$ cat src/rtl/tlb_op_ctrl.sv
// TLB maintenance sequencer: TLBSRCH/TLBRD/TLBWR/TLBFILL/INVTLB from WB.
// Define TLB_FILL_RANDOM_EN for a free-running fill index.
`timescale 1ns/1ps
module tlb_op_ctrl #(
  parameter int TLBNUM = 16,
  parameter int IDX_W  = 4
) (
  input  logic             clk,
  input  logic             reset,
  input  logic             op_valid,
  input  logic [2:0]       op_type,
  input  logic [4:0]       inv_op,
  input  logic [9:0]       inv_asid,
  input  logic [18:0]      inv_vppn,
  input  logic [IDX_W-1:0] csr_tlbidx_index,
  input  logic [18:0]      csr_tlbehi_vppn,
  input  logic [9:0]       csr_asid,
  output logic [18:0]      tlb_s_vppn,
  output logic [9:0]       tlb_s_asid,
  input  logic             tlb_s_found,
  input  logic [IDX_W-1:0] tlb_s_index,
  output logic [IDX_W-1:0] tlb_r_index,
  input  logic             tlb_r_e,
  input  logic             tlb_r_g,
  input  logic [9:0]       tlb_r_asid,
  input  logic [18:0]      tlb_r_vppn,
  output logic             tlb_we,
  output logic [IDX_W-1:0] tlb_w_index,
  output logic             tlb_inv_we,
  output logic             op_busy,
  output logic             op_done,
  output logic             op_err,
  output logic             srch_we,
  output logic             srch_found,
  output logic [IDX_W-1:0] srch_index,
  output logic             rd_we,
  output logic             refetch_req
);

  typedef enum logic [1:0] {IDLE, EXEC, SCAN, DONE} state_t;

  localparam logic [2:0] OP_SRCH = 3'd0;
  localparam logic [2:0] OP_RD   = 3'd1;
  localparam logic [2:0] OP_WR   = 3'd2;
  localparam logic [2:0] OP_FILL = 3'd3;
  localparam logic [2:0] OP_INV  = 3'd4;
  localparam logic [IDX_W:0]   LAST_I   = (IDX_W+1)'(TLBNUM - 1);
  localparam logic [IDX_W-1:0] LAST_IDX = IDX_W'(TLBNUM - 1);

  state_t state, state_n;

  logic [2:0]       op_q;
  logic [4:0]       inv_op_q;
  logic [9:0]       inv_asid_q;
  logic [18:0]      inv_vppn_q;
  logic [IDX_W-1:0] idx_q;
  logic [IDX_W-1:0] w_idx_q;
  logic [18:0]      key_vppn_q;
  logic [9:0]       key_asid_q;
  logic             err_q;
  logic [IDX_W:0]   scan_i;
  logic [IDX_W-1:0] fill_cnt;
  logic             found_q;
  logic [IDX_W-1:0] sidx_q;

  logic accept;
  logic inv_hit;
  logic asid_hit;
  logic vppn_hit;
  logic unused_e;

  assign accept   = (state == IDLE) && op_valid && (op_type <= OP_INV);
  assign asid_hit = (tlb_r_asid == inv_asid_q);
  assign vppn_hit = (tlb_r_vppn == inv_vppn_q);
  // E is deliberately ignored: clearing an already-invalid entry is harmless.
  assign unused_e = tlb_r_e;

  always_comb begin
    inv_hit = 1'b0;
    case (inv_op_q)
      5'd0, 5'd1: inv_hit = 1'b1;
      5'd2:       inv_hit = tlb_r_g;
      5'd3:       inv_hit = !tlb_r_g;
      5'd4:       inv_hit = !tlb_r_g && asid_hit;
      5'd5:       inv_hit = !tlb_r_g && asid_hit && vppn_hit;
      5'd6:       inv_hit = (tlb_r_g || asid_hit) && vppn_hit;
      default:    inv_hit = 1'b0;
    endcase
  end

  always_comb begin
    state_n = state;
    unique case (state)
      IDLE: begin
        if (accept) begin
          if (op_type != OP_INV) state_n = EXEC;
          else if (inv_op <= 5'd6) state_n = SCAN;
          else state_n = DONE;
        end
      end
      EXEC: state_n = DONE;
      SCAN: if (scan_i == LAST_I) state_n = DONE;
      DONE: state_n = IDLE;
      default: state_n = IDLE;
    endcase
  end

  assign op_busy     = (state != IDLE);
  assign op_done     = (state == DONE);
  assign op_err      = op_done && err_q;
  assign srch_we     = op_done && (op_q == OP_SRCH);
  assign rd_we       = op_done && (op_q == OP_RD);
  assign refetch_req = op_done && !err_q && (op_q >= OP_WR);
  assign tlb_we      = (state == EXEC) && ((op_q == OP_WR) || (op_q == OP_FILL));
  assign tlb_w_index = w_idx_q;
  assign tlb_inv_we  = (state == SCAN) && inv_hit;
  assign tlb_r_index = (state == SCAN) ? scan_i[IDX_W-1:0] : idx_q;
  assign tlb_s_vppn  = key_vppn_q;
  assign tlb_s_asid  = key_asid_q;
  assign srch_found  = found_q;
  assign srch_index  = sidx_q;

  always_ff @(posedge clk or posedge reset) begin
    if (reset) begin
      state      <= IDLE;
      op_q       <= '0;
      inv_op_q   <= '0;
      inv_asid_q <= '0;
      inv_vppn_q <= '0;
      idx_q      <= '0;
      w_idx_q    <= '0;
      key_vppn_q <= '0;
      key_asid_q <= '0;
      err_q      <= 1'b0;
      scan_i     <= '0;
      fill_cnt   <= '0;
      found_q    <= 1'b0;
      sidx_q     <= '0;
    end else begin
      state <= state_n;
      if (accept) begin
        op_q       <= op_type;
        inv_op_q   <= inv_op;
        inv_asid_q <= inv_asid;
        inv_vppn_q <= inv_vppn;
        idx_q      <= csr_tlbidx_index;
        w_idx_q    <= (op_type == OP_FILL) ? fill_cnt : csr_tlbidx_index;
        key_vppn_q <= csr_tlbehi_vppn;
        key_asid_q <= csr_asid;
        err_q      <= (op_type == OP_INV) && (inv_op > 5'd6);
        scan_i     <= '0;
      end
      if (state == SCAN) scan_i <= scan_i + 1'b1;
      if ((state == EXEC) && (op_q == OP_SRCH)) begin
        found_q <= tlb_s_found;
        sidx_q  <= tlb_s_found ? tlb_s_index : '0;
      end
`ifdef TLB_FILL_RANDOM_EN
      fill_cnt <= (fill_cnt == LAST_IDX) ? '0 : fill_cnt + 1'b1;
`else
      if ((state == DONE) && (op_q == OP_FILL))
        fill_cnt <= (fill_cnt == LAST_IDX) ? '0 : fill_cnt + 1'b1;
`endif
    end
  end

endmodule

$ cat config.mk
export PLATFORM = sky130hd
export DESIGN_NAME = tlb_op_ctrl
export DESIGN_NICKNAME = d
export VERILOG_FILES = /design/src/rtl/tlb_op_ctrl.sv
export SDC_FILE = /design/constraint.sdc
export NUM_CORES = 1
export LEC_CHECK = 0
export BUFFER_PORTS_ARGS = -buffer_cell sky130_fd_sc_hd__buf_2
export CORE_MARGIN = 8
export CORE_UTILIZATION = 40
export DETAILED_ROUTE_END_ITERATION = 16
export GPL_TIMING_DRIVEN = 0
export PLACE_DENSITY_LB_ADDON = 0.3
export SLEW_MARGIN = 10
export SYNTH_ARGS = -nofsm -noshare
export SYNTH_HDL_FRONTEND = slang
export SYNTH_SLANG_ARGS = --single-unit
$ cat constraint.sdc
create_clock -name clk -period 2.7 [get_ports clk]
set_input_delay 0.405 -clock clk [delete_from_list [all_inputs] [get_ports clk]]
set_output_delay 0.405 -clock clk [all_outputs]
set_load 0.01 [all_outputs]
==> results_dict.tcl, run 1 <==
set metrics [dict create \
    cp.arrival_ns 2.21 \
    syn_inst 328 \
    yosysWarnings 0 \
    crit_path_end_kind "output pin" \
    n_fill_cell 962 \
    max_cap_violations 0 \
    start_util_pct 40.69 \
    finalHoldViolCount 0 \
    clock_skew_ns 0.009073 \
    via_per_inst 4.865 \
    async_flop_share_pct 100.0 \
    powerDensity_nw_per_um2 1029 \
    grt_pass1_vias 3545 \
    ys.flop_type "dfrtp_1" \
    layoutNonFillerInstCount 639 \
    seqPwrFrac_pct 44.8 \
    via_count 3109 \
    antenna_cells 0 \
    areaGrowthSynthToFinish_pct 28.52 \
    yosysSeqAreaShare_pct 54.70 \
    ant_nets 0 \
    drt_first_iter_violations 84 \
    netlist_area_um2 4163 \
    vdd_drop_max_mv 0.4137 \
    grt_use_total_pct 14.88 \
    p_int_uw 3599 \
    synth_cell_types 33 \
    tightest_slew_ns 0.7167 \
    hpwl_um 7983 \
    setup_violations 0 \
    path_class "register to output pin" \
    hold_path_class "input port to async pin" \
    rr_worst_depth 6 \
    path_max_fanout 2 \
    die_area_um2 13930 \
    cts_hold_buf 0 \
    drc 0 \
    avgSynthCellArea_um2 12.69 \
    insertion_delay_ns 0.35 \
    synth_fp_nets 445 \
    clockPowerShare_pct 15.4 \
    cp-start-kind "register" \
    portBuffers 157 \
    wl_per_cell_um 15.84 \
    swShare_pct 34.61 \
    placementRows 37 \
    p_sw_uw 1905 \
    cts-root-buf "clkbuf_8" \
    finalWirelength_um 10120 \
    fin_nets 615 \
    fin_crit_sh_pct 97.03 \
    grt_pass1_wl_um 16840 \
    slew-limit-headroom_pct 52.22 \
    rsz0062_at_grt "true" \
    post_cts_buffers 0 \
    cts_buffers 9 \
    gp_congestion 0.7812 \
    required_ns 2.30 \
    tns_ns 0 \
    synth_edf_count 0 \
    die_w_um 118.0 \
    drive_above_1_share_pct 51.49 \
    clock_path_buffers 2 \
    clock.fmax_mhz 381.7 \
    leakagePower_uw 0.002621 \
    htreeDepth 3 \
    antenna_found_initial 0 \
    final_util_pct 52.29 \
    cts_tree "done" \
    status "completed" \
    gr-total-overflow 0 \
    cts.sinks 91 \
    yosys_register_bits 91 \
    drt-pass1-iter-count 4 \
    fp.dieH_um 118.0 \
    path_clk_slew_ns 0.09 \
    num_io_pins 159 \
    grt_max_degree 35 \
    final_max_slew_viol_count 0 \
    pwr-share-comb_pct 39.8 \
    dp_cells 623 \
    fin_crit_ns 2.620 \
    coreArea_um2 10230 \
]
==> area by class of cell <==
type,count,area [µm²],area share [%]
Timing Repair Buffer,159,825.8,15.43
Multi-Input combinational cell,218,1819,34.00
Clock inverter,1,7.507,0.1403
Inverter,7,30.03,0.5613
Buffer,12,53.80,1.006
Clock buffer,15,166.4,3.110
Sequential cell,91,2277,42.56
Tap cell,136,170.2,3.181
==> synthesized netlist by cell type, drive strengths merged (3+ instances only) <==
| cell type | n | share of area (%) |
|---|---|---|
| dfrtp | 91 | 55 |
| mux2 | 76 | 21 |
| nand2 | 27 | 2.4 |
| xor2 | 22 | 4.6 |
| o21ai | 16 | 1.9 |
| xnor2 | 10 | 2.1 |
| ha | 8 | 2.4 |
| inv | 7 | 0.63 |
| nand3 | 7 | 0.84 |
| a21oi | 6 | 0.72 |
| buf | 6 | 0.72 |
| clkbuf | 6 | 0.54 |
| mux2i | 5 | 1.2 |
| nor2 | 5 | 0.63 |
| nor4 | 5 | 0.75 |
| nand4 | 4 | 0.60 |
| a31oi | 3 | 0.45 |
| nor2b | 3 | 0.45 |
==> timing repair <==
item | 4_1_cts | 5_1_grt
endpoints found under the hold margin | 0 | 0
setup endpoints to repair | 1 | 1
cloned | 0 | 0
resized for setup | 1 | 3
pin swaps | 2 | 0
==> layout by cell type, fill, tap and decap left out, types with 3 or more instances in the layout <==
master,netlist,layout
mux2_2,76,76
nor2b_1,3,3
xnor2_1,10,10
nand4_1,4,4
o21ai_0,16,16
xor2_1,22,22
a31oi_1,3,3
clkbuf_1,6,9
mux2i_1,5,5
buf_2,6,163
clkbuf_8,0,11
nand2_1,27,27
a21oi_1,6,6
ha_1,8,8
dfrtp_1,91,91
nor4_1,5,3
nand3_1,7,7
inv_1,7,6
nor2_1,4,4
==> registers in the layout, indices dropped and copies added, names as in the netlist <==
signal / flops
tlb_s_vppn: 19
inv_op_q: 5
err_q: 1
tlb_s_asid: 10
fill_cnt: 4
op_q: 3
scan_i: 5
inv_asid_q: 10
tlb_w_index: 4
idx_q: 4
inv_vppn_q: 19
srch_index: 4
state: 2
srch_found: 1
==> power by group through the flow <==
stage          logic (µW)  registers (µW)  clock network, µW
3_5_place_dp         2210            2500                  0
4_1_cts              2220            2470                883
5_1_grt              2440            2560                933
3_3_place_gp         2140            2450                  0
2_1_floorplan        1340            2560                  0
6_report             2190            2470                847
==> worst max-delay path, cell delays in order, from the launching register on <==
cell and delay [ns]:
dfrtp_1 0.39, xor2_1 0.18, nor4_2 0.31, nand4_1 0.19, nor4_2 0.31, a211oi_1 0.08
a211oi_1 0.23, buf_2 0.19
==> logic make-up (layout without fill, tap and decap cells) <==
group           count (synthesis)  count (layout)  synth area share, %
buf+inv                        19             194                1.894
xor+xnor                       32              32                6.733
mux                            81              81                21.76
simple gates                   65              65                8.085
fa+ha+maj                       8               8                2.405
flops                          91              91                54.70
compound gates                 32              32                4.419
==> path summary, 6_finish.rpt <==
path / from / end / slack [ns]
max: inv_vppn_q[2] / tlb_inv_we / 0.08
min: reset / tlb_s_vppn[5] / 0.14
max reg2reg: state[1] / inv_asid_q[1] / 0.61
min reg2reg: tlb_w_index[1] / tlb_w_index[1] / 0.48
max in group asynchronous: reset / tlb_w_index[1] / 1.97
min in group clk: inv_vppn[17] / inv_vppn_q[17] / 0.28
==> routing by layer <==
metal  part of all wire, %  global-route usage [%]
met1                    41                   16.28
met2                    50                   25.69
met3                   6.7                   4.844
met4                   2.2                   6.886
met5                     0                       0
==> stage by stage <==
| step | setup WS, ns | hold slack, ns | total power, µW | area (µm²) |
|---|---|---|---|---|
| final | 0.08030 | 0.1447 | 5504 | 5350 |
| after global routing | -0.07644 | 0.1834 | 5934 | 5350 |
| after CTS | 0.01267 | 0.1370 | 5575 | 5343 |
| after detailed placement | 0.2661 | 0.4662 | 4707 | 5162 |
| after global placement | 0.2485 | 0.4583 | 4589 | 5122 |
| after floorplan | 0.5299 | 0.4639 | 3893 | 4167 |
Power figures use the tool's default switching activity.
==> run 2: changes to the inputs <==
Settings changed: CELL_PAD_IN_SITES_DETAIL_PLACEMENT set to 0, CELL_PAD_IN_SITES_GLOBAL_PLACEMENT set to 1, CORE_UTILIZATION 40 to 34.
==> results_dict.tcl, run 2 (synthesis gave the netlist of run 1 again) <==
set metrics [dict create \
    status "completed" \
    final_cell_area_um2 5490 \
    final_common_cell "buf_2" \
    layout_common_cells "163 x buf_2, 91 x dfrtp_1, 76 x mux2_2" \
    path_class "register to output pin" \
    powerDensity_nw_per_um2 1069 \
    cts_buffers 9 \
    critPathBufInv 1 \
    areaGrowthSynthToFinish_pct 31.89 \
    fin_nets 616 \
    via_count 3091 \
    rsz0062_at_grt "false" \
    drc 0 \
    final_max_slew_viol_count 0 \
    portBuffers 157 \
    leakagePower_uw 0.002700 \
    gr-total-overflow 0 \
    vdd_drop_max_mv 0.4393 \
    die_area_um2 16040 \
    via_per_inst 4.748 \
    final.setup.worst_slack_ns 0.1676 \
    grt_use_total_pct 14.06 \
    gp_congestion 0.7231 \
    clock_skew_ns 0.007386 \
    postPlaceCellArea_um2 5176 \
    cpLargestDelayFamily "simple AND/OR/NAND/NOR gates" \
    die_w_um 126.7 \
    cp.arrival_ns 2.13 \
    clock_path_buffers 2 \
    max_cap_violations 0 \
    antenna_found_initial 2 \
    hpwl_um 8324 \
    cts_tree "done" \
    cts-root-buf "clkbuf_16" \
    required_ns 2.30 \
    num_io_pins 159 \
    cp_slowest_cell "or4_4" \
    path_clk_slew_ns 0.06 \
    placementRows 40 \
    coreArea_um2 11960 \
    drive_above_1_share_pct 52.58 \
    grt_pass1_wl_um 17830 \
    cts.sinks 91 \
    crit_path_end_kind "output pin" \
    insertion_delay_ns 0.34 \
    antenna_cells 0 \
    n_fill_cell 1139 \
    max_stage_delay_ns 0.54 \
    tns_ns 0 \
    ant_nets 0 \
    cp-start-kind "register" \
    drt-pass1-iter-count 4 \
    htreeDepth 3 \
    path_max_fanout 2 \
    path_cells "xor2_1 > or4_4 > nor4_4 > a211oi_1 > a211oi_1 > buf_2" \
    start_util_pct 34.80 \
    hold_path_class "input port to async pin" \
    finalHoldViolCount 0 \
    tightest_slew_ns 0.7775 \
    slew-limit-headroom_pct 48.17 \
    fin_crit_ns 2.532 \
    clock.fmax_mhz 394.9 \
    setup_violations 0 \
    wl_per_cell_um 16.40 \
    grt_pass1_vias 3536 \
    fin_crit_sh_pct 93.79 \
    place_ws_ns 0.3166 \
    grt_max_degree 36 \
    finalWirelength_um 10680 \
    drt_first_iter_violations 92 \
    crit_top_cell "a211oi_1" \
    fp.dieH_um 126.7 \
]
[run 2: changes by cell type in the layout (fill, tap and decap cells not counted)]
cell / delta
nor4_4: +1
nor4_2: -1
clkbuf_16: +9
clkbuf_8: -9
clkbuf_1: -4
or4_4: +1
or4_1: -1
buf_4: +1
clkinv_2: +4
[run 2: power breakdown]
group          internal (µW)  switching (µW)  leakage [µW]
combinational           1190            1010       0.00145
sequential              2040             444       0.00111
clock                    668             520      0.000141
[run 2: routing by layer]
layer	vias to the layer above	part of all wire [%]	GRT usage, %
met1	1488	41	15.78
met4	4	2.0	6.718
met2	88	48	22.74
met5	-	0.22	0
met3	16	8.6	5.907
li1	1495	-	-
[run 2: what timing repair did]
action | CTS | global route
hold buffers | 0 | 0
endpoints found under the setup margin | 1 | 2
pin swaps | 1 | 4
buffers inserted | 0 | 1
cloned | 0 | 0
gates resized for setup | 1 | 5
[run 2: per-stage QoR]
step | power [µW] | util [%] | instances | hold slack [ns]
global placement | 4625 | 42.94 | 632 | 0.4599
floorplan | 3893 | - | 328 | 0.4639
CTS | 5949 | 45.67 | 650 | 0.2087
detailed placement | 4722 | 43.27 | 634 | 0.4685
global route | 6338 | 45.90 | 651 | 0.2475
finish | 5870 | 45.90 | 651 | 0.1947
[run 2: final timing paths]
path,startpoint,cells past startpoint,to,slack (ns)
max in group asynchronous,reset,3,inv_asid_q[4],1.90
min in group clk,csr_tlbehi_vppn[3],2,tlb_s_vppn[3],0.29
hold / removal,reset,2,srch_found,0.19
setup / recovery,inv_vppn_q[16],6,tlb_inv_we,0.17
hold reg to reg,tlb_w_index[1],2,tlb_w_index[1],0.48
setup reg to reg,state[0],6,tlb_s_asid[3],0.50
[run 2: layout make-up]
| cell class | instances | area [µm²] | area share (%) |
|---|---|---|---|
| well taps | 147 | 183.9 | 3.350 |
| multi-input cells | 218 | 1832 | 33.36 |
| flip-flops and latches | 91 | 2277 | 41.48 |
| inverters | 7 | 30.03 | 0.5469 |
| plain buffers | 12 | 53.80 | 0.9799 |
| clock inverters | 5 | 27.53 | 0.5014 |
| repair buffers | 160 | 833.3 | 15.18 |
| clock buffers | 11 | 252.7 | 4.603 |
